$ cat src/rtl/mux_sel_sequencer.sv
// mux_sel_sequencer
//   Registered select generator for a 2-level mux tree, y = ((s2 ? d : s1) ? b : a).
//   Arbitrates between req_a and req_b. A selection is held for at least
//   MIN_DWELL cycles, and each switch is followed by SETTLE_CYC cycles in which
//   y is not trusted. The returned y is captured into y_q while the path is
//   qualified.
// Ports
//   clk, rst_n        clock (rising edge), asynchronous active-low reset
//   req_a, req_b      per-source path requests
//   y_in              y fed back from the mux tree
//   s1, s2, d         registered selects to the tree
//   cur_sel           0 = a selected/targeted, 1 = b
//   out_valid         selects stable and settled
//   y_q, y_q_vld      captured y_in, and a flag that it was taken on a valid cycle
//   sw_cnt            completed switch count (wraps modulo 256)
module mux_sel_sequencer #(
  parameter int MIN_DWELL  = 4,
  parameter int SETTLE_CYC = 2,
  parameter int USE_D_PATH = 1
) (
  input  logic       clk,
  input  logic       rst_n,
  input  logic       req_a,
  input  logic       req_b,
  input  logic       y_in,
  output logic       s1,
  output logic       s2,
  output logic       d,
  output logic       cur_sel,
  output logic       out_valid,
  output logic       y_q,
  output logic       y_q_vld,
  output logic [7:0] sw_cnt
);

  localparam int DW = $clog2(MIN_DWELL + 1);
  localparam int SW = $clog2(SETTLE_CYC + 1);
  localparam logic [DW-1:0] DWELL_MAX   = DW'(MIN_DWELL - 1);
  localparam logic [SW-1:0] SETTLE_INIT = SW'(SETTLE_CYC - 1);

  typedef enum logic [1:0] {SETTLE, SEL_A, SEL_B} state_t;

  // {s1, s2, d} for a given target; a is always the all-zero code.
  function automatic logic [2:0] enc(input logic to_b);
    if (!to_b)                return 3'b000;
    else if (USE_D_PATH != 0) return 3'b011;
    else                      return 3'b100;
  endfunction

  state_t          state_q, state_d;
  logic            tgt_q, tgt_d;
  logic [SW-1:0]   settle_q, settle_d;
  logic [DW-1:0]   dwell_q, dwell_d;
  logic            pend_q, pend_d;   // a granted switch is in flight (count on completion)
  logic [2:0]      sel_q, sel_d;
  logic            ov_q, ov_d;
  logic [7:0]      sw_q, sw_d;
  logic            yq_q, yqv_q;
  logic            other_req;

  always_ff @(posedge clk or negedge rst_n) begin
    if (!rst_n) begin
      state_q  <= SETTLE;
      tgt_q    <= 1'b0;
      settle_q <= SETTLE_INIT;
      dwell_q  <= '0;
      pend_q   <= 1'b0;
      sel_q    <= 3'b000;
      ov_q     <= 1'b0;
      sw_q     <= 8'd0;
      yq_q     <= 1'b0;
      yqv_q    <= 1'b0;
    end else begin
      state_q  <= state_d;
      tgt_q    <= tgt_d;
      settle_q <= settle_d;
      dwell_q  <= dwell_d;
      pend_q   <= pend_d;
      sel_q    <= sel_d;
      ov_q     <= ov_d;
      sw_q     <= sw_d;
      // y is only trusted on cycles where the registered path is qualified
      if (ov_q) begin
        yq_q  <= y_in;
        yqv_q <= 1'b1;
      end else begin
        yqv_q <= 1'b0;
      end
    end
  end

  always_comb begin
    state_d   = state_q;
    tgt_d     = tgt_q;
    settle_d  = settle_q;
    dwell_d   = dwell_q;
    pend_d    = pend_q;
    sel_d     = sel_q;
    ov_d      = ov_q;
    sw_d      = sw_q;
    other_req = (state_q == SEL_B) ? req_a : req_b;
    case (state_q)
      SETTLE: begin
        if (settle_q == '0) begin
          state_d = tgt_q ? SEL_B : SEL_A;
          dwell_d = '0;
          ov_d    = 1'b1;
          // the post-reset settle has no pending grant, so it is not counted
          if (pend_q) begin
            sw_d   = sw_q + 8'd1;
            pend_d = 1'b0;
          end
        end else begin
          settle_d = settle_q - SW'(1);
        end
      end
      SEL_A, SEL_B: begin
        // own req is irrelevant: the other side wins after dwell -> round-robin
        if (dwell_q == DWELL_MAX) begin
          if (other_req) begin
            state_d  = SETTLE;
            tgt_d    = ~tgt_q;
            sel_d    = enc(~tgt_q);
            ov_d     = 1'b0;
            settle_d = SETTLE_INIT;
            pend_d   = 1'b1;
          end
        end else begin
          dwell_d = dwell_q + DW'(1);
        end
      end
      default: state_d = SETTLE;
    endcase
  end

  assign {s1, s2, d} = sel_q;
  assign cur_sel     = tgt_q;
  assign out_valid   = ov_q;
  assign y_q         = yq_q;
  assign y_q_vld     = yqv_q;
  assign sw_cnt      = sw_q;

endmodule

$ cat config.mk
export PLATFORM = sky130hd
export DESIGN_NAME = mux_sel_sequencer
export DESIGN_NICKNAME = d
export VERILOG_FILES = /design/src/rtl/mux_sel_sequencer.sv
export SDC_FILE = /design/constraint.sdc
export NUM_CORES = 1
export LEC_CHECK = 0
export BUFFER_PORTS_ARGS = -buffer_cell sky130_fd_sc_hd__buf_4
export CORE_MARGIN = 2
export CORE_UTILIZATION = 43
export DETAILED_ROUTE_END_ITERATION = 10
export GPL_TIMING_DRIVEN = 0
export PLACE_DENSITY_LB_ADDON = 0.3
export SYNTH_ARGS = -nofsm -noshare
export SYNTH_HDL_FRONTEND = slang
export SYNTH_SLANG_ARGS = --single-unit
$ cat constraint.sdc
create_clock -name clk -period 2.3 [get_ports clk]
set_clock_uncertainty 0.15 [all_clocks]
set_input_delay 0.23 -clock clk [delete_from_list [all_inputs] [get_ports clk]]
set_output_delay 0.23 -clock clk [all_outputs]
set_load 0.005 [all_outputs]
Word level (Yosys, flattened, before mapping)
Cells that the tools add are included.
{ "totals": {"reg_bits": 23, "input_bits": 5, "out_inout_bits": 15, "elab_cells": 55} }
{ "op_classes": {"addsub": 3, "eq_ne": 8, "mux": 23, "bitwise_logic": 1, "reduce_logical": 10} }
{ "op_table": {"columns": ["op", "n"], "rows": [
  ["2-to-1 mux 2 bit", 8],
  ["AND reduction 3 bit", 4],
  ["!= test 2 bit (second input constant)", 5],
  ["adder 8 x 1 -> 8 bit (second input constant)", 1],
  ["2-to-1 mux 1 bit", 8],
  ["case mux 2 bit (2 select lines)", 2],
  ["AND reduction 4 bit", 2],
  ["2-to-1 mux 3 bit", 2],
  ["case mux 3 bit (2 select lines)", 1],
  ["zero test 2 bit", 2],
  ["case mux 1 bit (2 select lines)", 2],
  ["adder 3 x 1 -> 3 bit (second input constant)", 1],
  ["== test 3 x 2 -> 1 bit (second input constant)", 1],
  ["== test 2 x 1 -> 1 bit (second input constant)", 1],
  ["== test 2 bit (second input constant)", 1],
  ["nonzero test 2 bit", 1],
  ["OR reduction 2 bit", 1],
  ["subtractor 2 x 1 -> 2 bit (second input constant)", 1],
  ["NOT 1 bit", 1]
]} }

Depth between registers and ports, before layout
Gate-level depths: netlist (run 1).
{ "depth": {"word_depth": 5, "depth_mapped": 7} }

Worst setup path after synthesis (run 1)
Ideal clock, no wire load.
{ "synth_path": {"kind": "register -> register", "startpoint": "register dwell_q[0]", "endpoint": "register settle_q[1]", "setup_ps": 121, "arrival_time_ps": 1348, "required_time_ps": 2029, "slack_ps": 681, "stages_incl_launch_ff": 7, "path_buffers": 0, "synth_period_minus_slack_ps": 1619, "path_cell_list": "dfrtp_1 ha_1 ha_1 inv_2 o21ai_4 o21ai_2 a22o_1"} }
{ "synth_between": {"elab_chain_cells": 3} }
{ "synth_lines": {"columns": ["element", "line", "source"], "rows": [
  ["from (decl)", "53", "logic [DW-1:0] dwell_q, dwell_d;"],
  ["from (signal assigned)", "77", "dwell_q <= dwell_d;"],
  ["== test 3 x 2 -> 1 bit", "119", "if (dwell_q == DWELL_MAX) begin"],
  ["!= test 2 bit (no line)", null, null],
  ["AND reduction 4 bit (no line)", null, null],
  ["to (signal assigned)", "76", "settle_q <= settle_d;"],
  ["to (decl)", "52", "logic [SW-1:0] settle_q, settle_d;"]
]} }
Every way passes these cells.
A chain may end at the register's enable or synchronous reset.

Final worst setup path (run 1)
Ends and elaborated chain as after synthesis.

==> results of run 1 <==
## routing by layer
metal,track usage (%),part of all wire [%]
met1,20.70,44
met2,29.12,51
met3,5.833,4.5
met4,5.000,1.1
met5,0,0
## state kept, by name, indices dropped and copies added (netlist names)
| register | cells |
|---|---|
| dwell_q | 3 |
| out_valid | 1 |
| pend_q | 1 |
| sel_q | 1 |
| settle_q | 2 |
| state_q | 2 |
| sw_cnt | 8 |
| y_q | 1 |
| y_q_vld | 1 |
## worst paths after layout
kind	startpoint	end	slack [ps]	cells past startpoint
max	dwell_q[0]$_DFFE_PN0P_	settle_q[1]$_DFFE_PN0P_	490	6
min	rst_n	sw_cnt[5]$_DFFE_PN0P_	190	2
max reg2reg	dwell_q[0]$_DFFE_PN0P_	settle_q[1]$_DFFE_PN0P_	490	6
min reg2reg	sw_cnt[7]$_DFFE_PN0P_	sw_cnt[7]$_DFFE_PN0P_	330	1
max in group asynchronous	rst_n	settle_q[0]$_DFFE_PN1P_	1540	2
min in group clk	req_b	state_q[0]$_DFFE_PN0P_	290	4
## Yosys cell counts (2+ instances only)
cell / n
nor3_1: 2
a22o_1: 2
xor2_1: 3
o211ai_1: 2
a22oi_1: 3
o21ai_1: 2
mux2i_1: 2
inv_1: 8
buf_4: 4
xnor2_1: 5
inv_2: 2
buf_2: 2
a21oi_1: 2
nand2b_1: 2
nand3_1: 4
mux2_2: 3
dfrtp_1: 19
o21ai_0: 5
nand4_1: 2
nor2_1: 5
ha_1: 6
nand2_1: 6
## metrics by stage
step	instance area [µm²]	worst slack, ps	power (mW)	util (%)
after CTS	1311	502.5	1.510	53.91
final	1311	491.1	1.488	53.91
after detailed placement	1255	508.6	1.298	51.59
after global routing	1311	430.6	1.624	53.91
after floorplan	1082	680.9	1.079	-
after global placement	1255	558.8	1.260	51.59
## power by group
group	leakage, nW	internal, mW	switching [mW]
clock network	0.0210	0.0965	0.103
logic	0.328	0.365	0.387
registers	0.251	0.448	0.0872
## logic make-up (layout without fill, tap and decap cells)
family / count (synthesis) / after routing
other: 1 / 1
muxes: 5 / 5
buffers and inverters: 16 / 40
and+or+nand+nor: 27 / 27
xor gates and xnor gates: 8 / 8
DFF: 20 / 20
adders and majority gates: 6 / 6
AOI/OAI and AO/OA: 21 / 21
## layout make-up
| class | count | area share, % |
|---|---|---|
| Sequential cell | 20 | 38.26 |
| Clock buffer | 4 | 2.767 |
| Timing Repair Buffer | 20 | 11.83 |
| Buffer | 6 | 3.053 |
| Inverter | 10 | 2.863 |
| Multi-Input combinational cell | 68 | 38.36 |
| Tap cell | 30 | 2.863 |
## timing repair
| item | 4_1_cts | 5_1_grt |
|---|---|---|
| setup endpoints to repair | 0 | 0 |
| hold buffers | 2 | 0 |
| hold endpoints to repair | 21 | 0 |
| gates resized for setup | 0 | 0 |
==> results_dict.tcl, run 1 <==
set metrics [dict create \
    status "completed" \
    drive_gt1_share_pct 31.25 \
    h-tree-depth 1 \
    yosysSeqAreaShare_pct 46.36 \
    synth_compound_area_share_pct 13.99 \
    synth_edf_count 0 \
    dieArea_mm2 0.002934 \
    grt_max_degree 21 \
    multiInputGateArea_um2 503.0 \
    cp_top_family "compound AO/OA/AOI/OAI gates" \
    cp_common_cell "ha_1" \
    crit_fanout 7 \
    yosys.area_share.simple_pct 13.76 \
    totalNegativeSetupSlack_ps 0 \
    layout_common_cells "buf_4, dfrtp_1, inv_1" \
    start_kind "flip-flop" \
    clock-root-buffer "clkbuf_4" \
    hp-class "in2async" \
    seq_area_um2 501.7 \
    hold_viol 0 \
    cts_tree "done" \
    cts.sinks 20 \
    yosysWarnings 0 \
    post-place-cells 152 \
    vdd_drop_max_v 0.0008784 \
    period_minus_slack_ps 1809 \
    power-per-cell-area_mw_per_mm2 1135 \
    path_class "reg2reg" \
    yosysUniqueCellTypes 35 \
    synth_fp_nets 115 \
    antenna-diode-count 0 \
    synth-async-reset-ratio_pct 100.0 \
    boundaryPins 20 \
    synth_ff_type "dfrtp_1" \
    synth.mux.area_fraction_pct 4.971 \
    leakage_nw 0.5999 \
    hpwlAfterDp_um 1493 \
    synth-adder-area-share_pct 6.936 \
    drc 0 \
    start_util_pct 44.50 \
    avgSynthCellArea_um2 10.41 \
    first_iter_violations 18 \
    drt-wirelength-per-cell_um 12.63 \
    rsz0062_at_grt "false" \
    die_h_um 54.17 \
    postCtsSetupBuffers 0 \
    rows 18 \
    synth_cells 104 \
    critPathBufInv 1 \
    fp.coreArea_mm2 0.002432 \
    dr.pass1.iters 4 \
    worstPathArrival_ps 1850 \
    area_growth_pct 21.16 \
    cp_slowest_cell "dfrtp_1" \
    grt-ovfl-total 0 \
    finalCritPeriodShare_pct 78.65 \
    vias 813 \
    place_congestion 0.6486 \
    cts_buffers 3 \
    yosys-top-cells-area "dfrtp_1, ha_1, xnor2_1" \
    yosys.area.top_type "dfrtp_1" \
    fp.dieW_um 54.17 \
    final-instance-count-excl-fill 158 \
    grt_pass1_vias 780 \
    via_per_inst 5.146 \
    hold_ws_ps 186.8 \
    portBuffers 18 \
    clock_path_buffers 2 \
    synth-xor-area-share_pct 6.474 \
    endpoint_kind "flip-flop" \
    maxCapViolations 0 \
    setup_violations 0 \
    ant_nets 0 \
    final_max_slew_viol_count 0 \
    max_stage_delay_ps 440 \
    required_ps 2340 \
    synth_top_family_by_area "compound AO/OA/AOI/OAI gates" \
    nets 140 \
    critical_path.cell_chain "ha_1 > ha_1 > inv_2 > o21ai_4 > o21ai_2 > a22o_1" \
    track_usage_pct 17.26 \
    synth-seq-cells 20 \
    mostFrequentLayoutCell "buf_4" \
    antenna_found_initial 0 \
    clk_latency_ps 300 \
    clk_pin_slew_ps 110 \
    wl_um 1995 \
    yosysTopAreaCellShare_pct 43.93 \
    nFillCells 215 \
    netlist_area_mm2 0.001082 \
    grt_pass1_wl_um 3498 \
    clock.fmax_ghz 0.5528 \
]
Power figures use the tool's default switching activity.
==> run 2: changes to the inputs <==
Clock period 2.3 ns to 1.7 ns, I/O delays scaled along.
==> results_dict.tcl, run 2 (synthesis gave the netlist of run 1 again) <==
set metrics [dict create \
    period_minus_slack_ps 1627 \
    cts_buffers 3 \
    clk_pin_slew_ps 110 \
    h-tree-depth 1 \
    crit_fanout 7 \
    max_stage_delay_ps 380 \
    post-place-cells 152 \
    via_per_inst 5.189 \
    fp.dieW_um 54.17 \
    layout_common_cells "buf_4, dfrtp_1, inv_1, nand2_1" \
    crit_path_start "dwell_q[1]$_DFFE_PN0P_" \
    setup_violations 0 \
    clock_path_buffers 2 \
    dieArea_mm2 0.002934 \
    area_growth_pct 26.36 \
    endpoint_kind "flip-flop" \
    pre_cts_ws_ps -91.41 \
    cp-endpoint "settle_q[1]$_DFFE_PN0P_" \
    grt_max_degree 21 \
    start_util_pct 44.50 \
    rr_endpoint "settle_q[1]$_DFFE_PN0P_" \
    place_congestion 0.6486 \
    rows 18 \
    antenna-diode-count 0 \
    drt-wirelength-per-cell_um 13.19 \
    critical_path.cell_chain "ha_1 > ha_4 > inv_2 > o21ai_4 > o21ai_2 > a22o_1" \
    worst_r2r_path_depth 6 \
    leakage_nw 0.6079 \
    worstPathArrival_ps 1680 \
    boundaryPins 20 \
    power-per-cell-area_mw_per_mm2 1588 \
    clock-root-buffer "clkbuf_4" \
    die_h_um 54.17 \
    largest_reg_flops 8 \
    finalCritPeriodShare_pct 95.72 \
    antenna_found_initial 0 \
    r2r_start "dwell_q[1]$_DFFE_PN0P_" \
    vias 825 \
    cp_top_family "compound AO/OA/AOI/OAI gates" \
    drive_gt1_share_pct 37.21 \
    track_usage_pct 17.78 \
    ant_nets 0 \
    portBuffers 18 \
    wl_um 2098 \
    cts.sinks 20 \
    reg2reg_setup_slack_ps 70 \
    cts_tree "done" \
    mostFrequentLayoutCell "buf_4" \
    final_max_slew_viol_count 0 \
    drc 0 \
    totalNegativeSetupSlack_ps 0 \
    clk_latency_ps 300 \
    seq_area_um2 501.7 \
    status "completed" \
    first_iter_violations 22 \
    grt-ovfl-total 0 \
    stdcell_area_mm2 0.001368 \
    post_dp_cell_area_mm2 0.001255 \
    clock.fmax_ghz 0.6145 \
    required_ps 1750 \
    fp.coreArea_mm2 0.002432 \
    path_depth 6 \
    maxCapViolations 0 \
    hold_viol 0 \
    vdd_drop_max_v 0.001020 \
    nets 141 \
    path_class "reg2reg" \
    hpwlAfterDp_um 1493 \
    rsz0062_at_grt "false" \
    grt_pass1_wl_um 3615 \
    final-instance-count-excl-fill 159 \
    final_util_pct 56.22 \
    critPathBufInv 1 \
    cp_slowest_cell "dfrtp_1" \
    hp-class "in2async" \
    nFillCells 207 \
    dr.pass1.iters 3 \
    start_kind "flip-flop" \
    multiInputGateArea_um2 545.5 \
    grt_pass1_vias 801 \
    setup_slack_ps 72.75 \
]
[run 2: metal layers]
metal	wire length [µm]	track usage, %	part of all wire (%)	vias to the layer above
li1	-	-	-	411
met1	896	21.22	43	394
met2	1093	29.72	52	16
met3	84	6.111	4.0	4
met4	24	5.833	1.1	0
met5	0	0	0	-
[run 2: cell type report]
type                            instances  share of cell area [%]
Multi-Input combinational cell         68                   39.89
Sequential cell                        20                   36.69
Timing Repair Buffer                   21                   11.89
Buffer                                  6                   3.385
Inverter                               10                   2.745
Tap cell                               30                   2.745
Clock buffer                            4                   2.653
[run 2: repair_timing]
action | in CTS | in global routing
resized for setup | 4 | 7
buffers inserted | 1 | 0
endpoints found under the setup margin | 4 | 9
hold buffers | 2 | 0
endpoints found under the hold margin | 21 | 0
[run 2: how the worst min path moves through the flow]
stage	startpoint	endpoint	slack, ps	cells after the start
after floorplan	rst_n	dwell_q[0]$_DFFE_PN0P_	-280	0
final	rst_n	sw_cnt[5]$_DFFE_PN0P_	120	2
after detailed placement	rst_n	sw_cnt[5]$_DFFE_PN0P_	-80	1
after global routing	rst_n	sw_cnt[7]$_DFFE_PN0P_	130	2
after global placement	rst_n	sw_cnt[5]$_DFFE_PN0P_	-90	1
after CTS	rst_n	sw_cnt[5]$_DFFE_PN0P_	130	2
[run 2: power breakdown]
group	internal [mW]	total [mW]	leakage (nW)	switching (mW)
clock	0.131	0.274	0.0210	0.143
combinational	0.602	1.18	0.336	0.576
sequential	0.607	0.719	0.251	0.112
total	1.34	2.17	0.608	0.832
[run 2: stage by stage]
stage | power (mW) | hold slack, ps
detailed placement | 1.755 | -83.21
finish | 2.171 | 123.7
floorplan | 1.459 | -275.6
global route | 2.354 | 127.5
global placement | 1.704 | -86.84
CTS | 2.087 | 127.1
==> run 3: changes to the inputs <==
Clock period 1.7 ns to 1.75 ns, I/O delays scaled along.
==> results_dict.tcl, run 3 (synthesis gave the netlist of run 1 again) <==
set metrics [dict create \
    status "completed" \
    rows 18 \
    final-instance-count-excl-fill 159 \
    cp_slowest_cell "dfrtp_1" \
    grt_pass1_wl_um 3553 \
    worstPathArrival_ps 1750 \
    drc 0 \
    ant_nets 0 \
    power.total_mw 2.032 \
    cts.sinks 20 \
    area_growth_pct 23.93 \
    vias 834 \
    clk_latency_ps 300 \
    worst_r2r_path_depth 6 \
    crit_path_start "dwell_q[0]$_DFFE_PN0P_" \
    leakage_nw 0.6056 \
    dr.pass1.iters 4 \
    clock-root-buffer "clkbuf_4" \
    hp-class "in2async" \
    grt_pass1_vias 790 \
    place_congestion 0.6486 \
    crit_fanout 7 \
    clk_pin_slew_ps 110 \
    vdd_drop_max_v 0.0009836 \
    seq_area_um2 501.7 \
    hold_viol 0 \
    nFillCells 214 \
    clock.fmax_ghz 0.5875 \
    reg2reg_setup_slack_ps 50 \
    final_max_slew_viol_count 0 \
    rr_endpoint "settle_q[1]$_DFFE_PN0P_" \
    maxCapViolations 0 \
    die_h_um 54.17 \
    post-place-cells 152 \
    multiInputGateArea_um2 519.2 \
    endpoint_kind "flip-flop" \
    dieArea_mm2 0.002934 \
    wl_um 2078 \
    via_per_inst 5.245 \
    antenna_found_initial 0 \
    period_minus_slack_ps 1702 \
    portBuffers 18 \
    nets 141 \
    final_util_pct 55.14 \
    rsz0062_at_grt "true" \
    required_ps 1800 \
    cts_buffers 3 \
    fp.coreArea_mm2 0.002432 \
    r2r_start "dwell_q[0]$_DFFE_PN0P_" \
    power-per-cell-area_mw_per_mm2 1515 \
    clock_path_buffers 2 \
    boundaryPins 20 \
    setup_violations 0 \
    max_stage_delay_ps 440 \
    layout_common_cells "buf_4, dfrtp_1, inv_1" \
    grt_max_degree 21 \
    start_kind "flip-flop" \
    h-tree-depth 1 \
    drt-wirelength-per-cell_um 13.07 \
    fp.dieW_um 54.17 \
    grt-ovfl-total 0 \
    cts_tree "done" \
    hold_ws_ps 129.7 \
    first_iter_violations 15 \
    finalCritPeriodShare_pct 97.27 \
    cp-endpoint "settle_q[1]$_DFFE_PN0P_" \
    critical_path.cell_chain "ha_1 > ha_4 > inv_2 > o21ai_4 > o21ai_2 > a22o_1" \
    start_util_pct 44.50 \
    largest_reg_flops 8 \
    track_usage_pct 17.49 \
    path_class "reg2reg" \
    mostFrequentLayoutCell "buf_4" \
    antenna-diode-count 0 \
    drive_gt1_share_pct 34.11 \
    hpwlAfterDp_um 1493 \
]
run 3: worst min path at each step:
stage	startpoint	end	slack (ps)	depth (start not counted)
floorplan	rst_n	dwell_q[0]$_DFFE_PN0P_	-270	0
global placement	rst_n	sw_cnt[5]$_DFFE_PN0P_	-80	1
detailed placement	rst_n	sw_cnt[5]$_DFFE_PN0P_	-80	1
CTS	rst_n	sw_cnt[5]$_DFFE_PN0P_	130	2
global route	rst_n	sw_cnt[7]$_DFFE_PN0P_	130	2
finish	rst_n	sw_cnt[5]$_DFFE_PN0P_	130	2
run 3: worst max-delay path, delay by kind of cell (launching register included):
kind	cells	cell delay, ps
buffers and inverters	1	60
AOI/OAI and AO/OA	3	550
adders and majority gates	2	400
DFF	1	440
run 3: report_power, final:
part,leakage (nW),internal (mW),switching (mW)
sequential,0.251,0.589,0.115
clock,0.0210,0.127,0.137
combinational,0.334,0.533,0.532
total,0.606,1.25,0.783
run 3: final cells by class:
| class | instances | area share [%] |
|---|---|---|
| buffer | 6 | 3.451 |
| clock buffer | 4 | 2.705 |
| inverter | 10 | 2.798 |
| multi-input combinational | 68 | 38.71 |
| sequential | 20 | 37.41 |
| tap | 30 | 2.798 |
| timing repair buffer | 21 | 12.13 |
run 3: layer usage:
layer	up-vias	track usage [%]	share of wire, %
met4	0	6.667	0.91
met2	29	28.71	53
li1	405	-	-
met5	-	0	0
met1	398	20.87	41
met3	2	6.111	5.9
run 3: repair_timing:
item	CTS	global route
endpoints found under the setup margin	1	6
hold buffers	2	0
resized for setup	1	6
endpoints found under the hold margin	21	0
pin swaps	0	0
buffers inserted	0	1
run 3: through the flow:
stage	setup slack (ps)	TNS (ps)	cell area (µm²)
floorplan	130.9	0	1082
global placement	8.757	0	1255
detailed placement	-41.41	-41.41	1255
CTS	11.74	0	1314
global route	-9.762	-13.38	1341
finish	47.85	0	1341
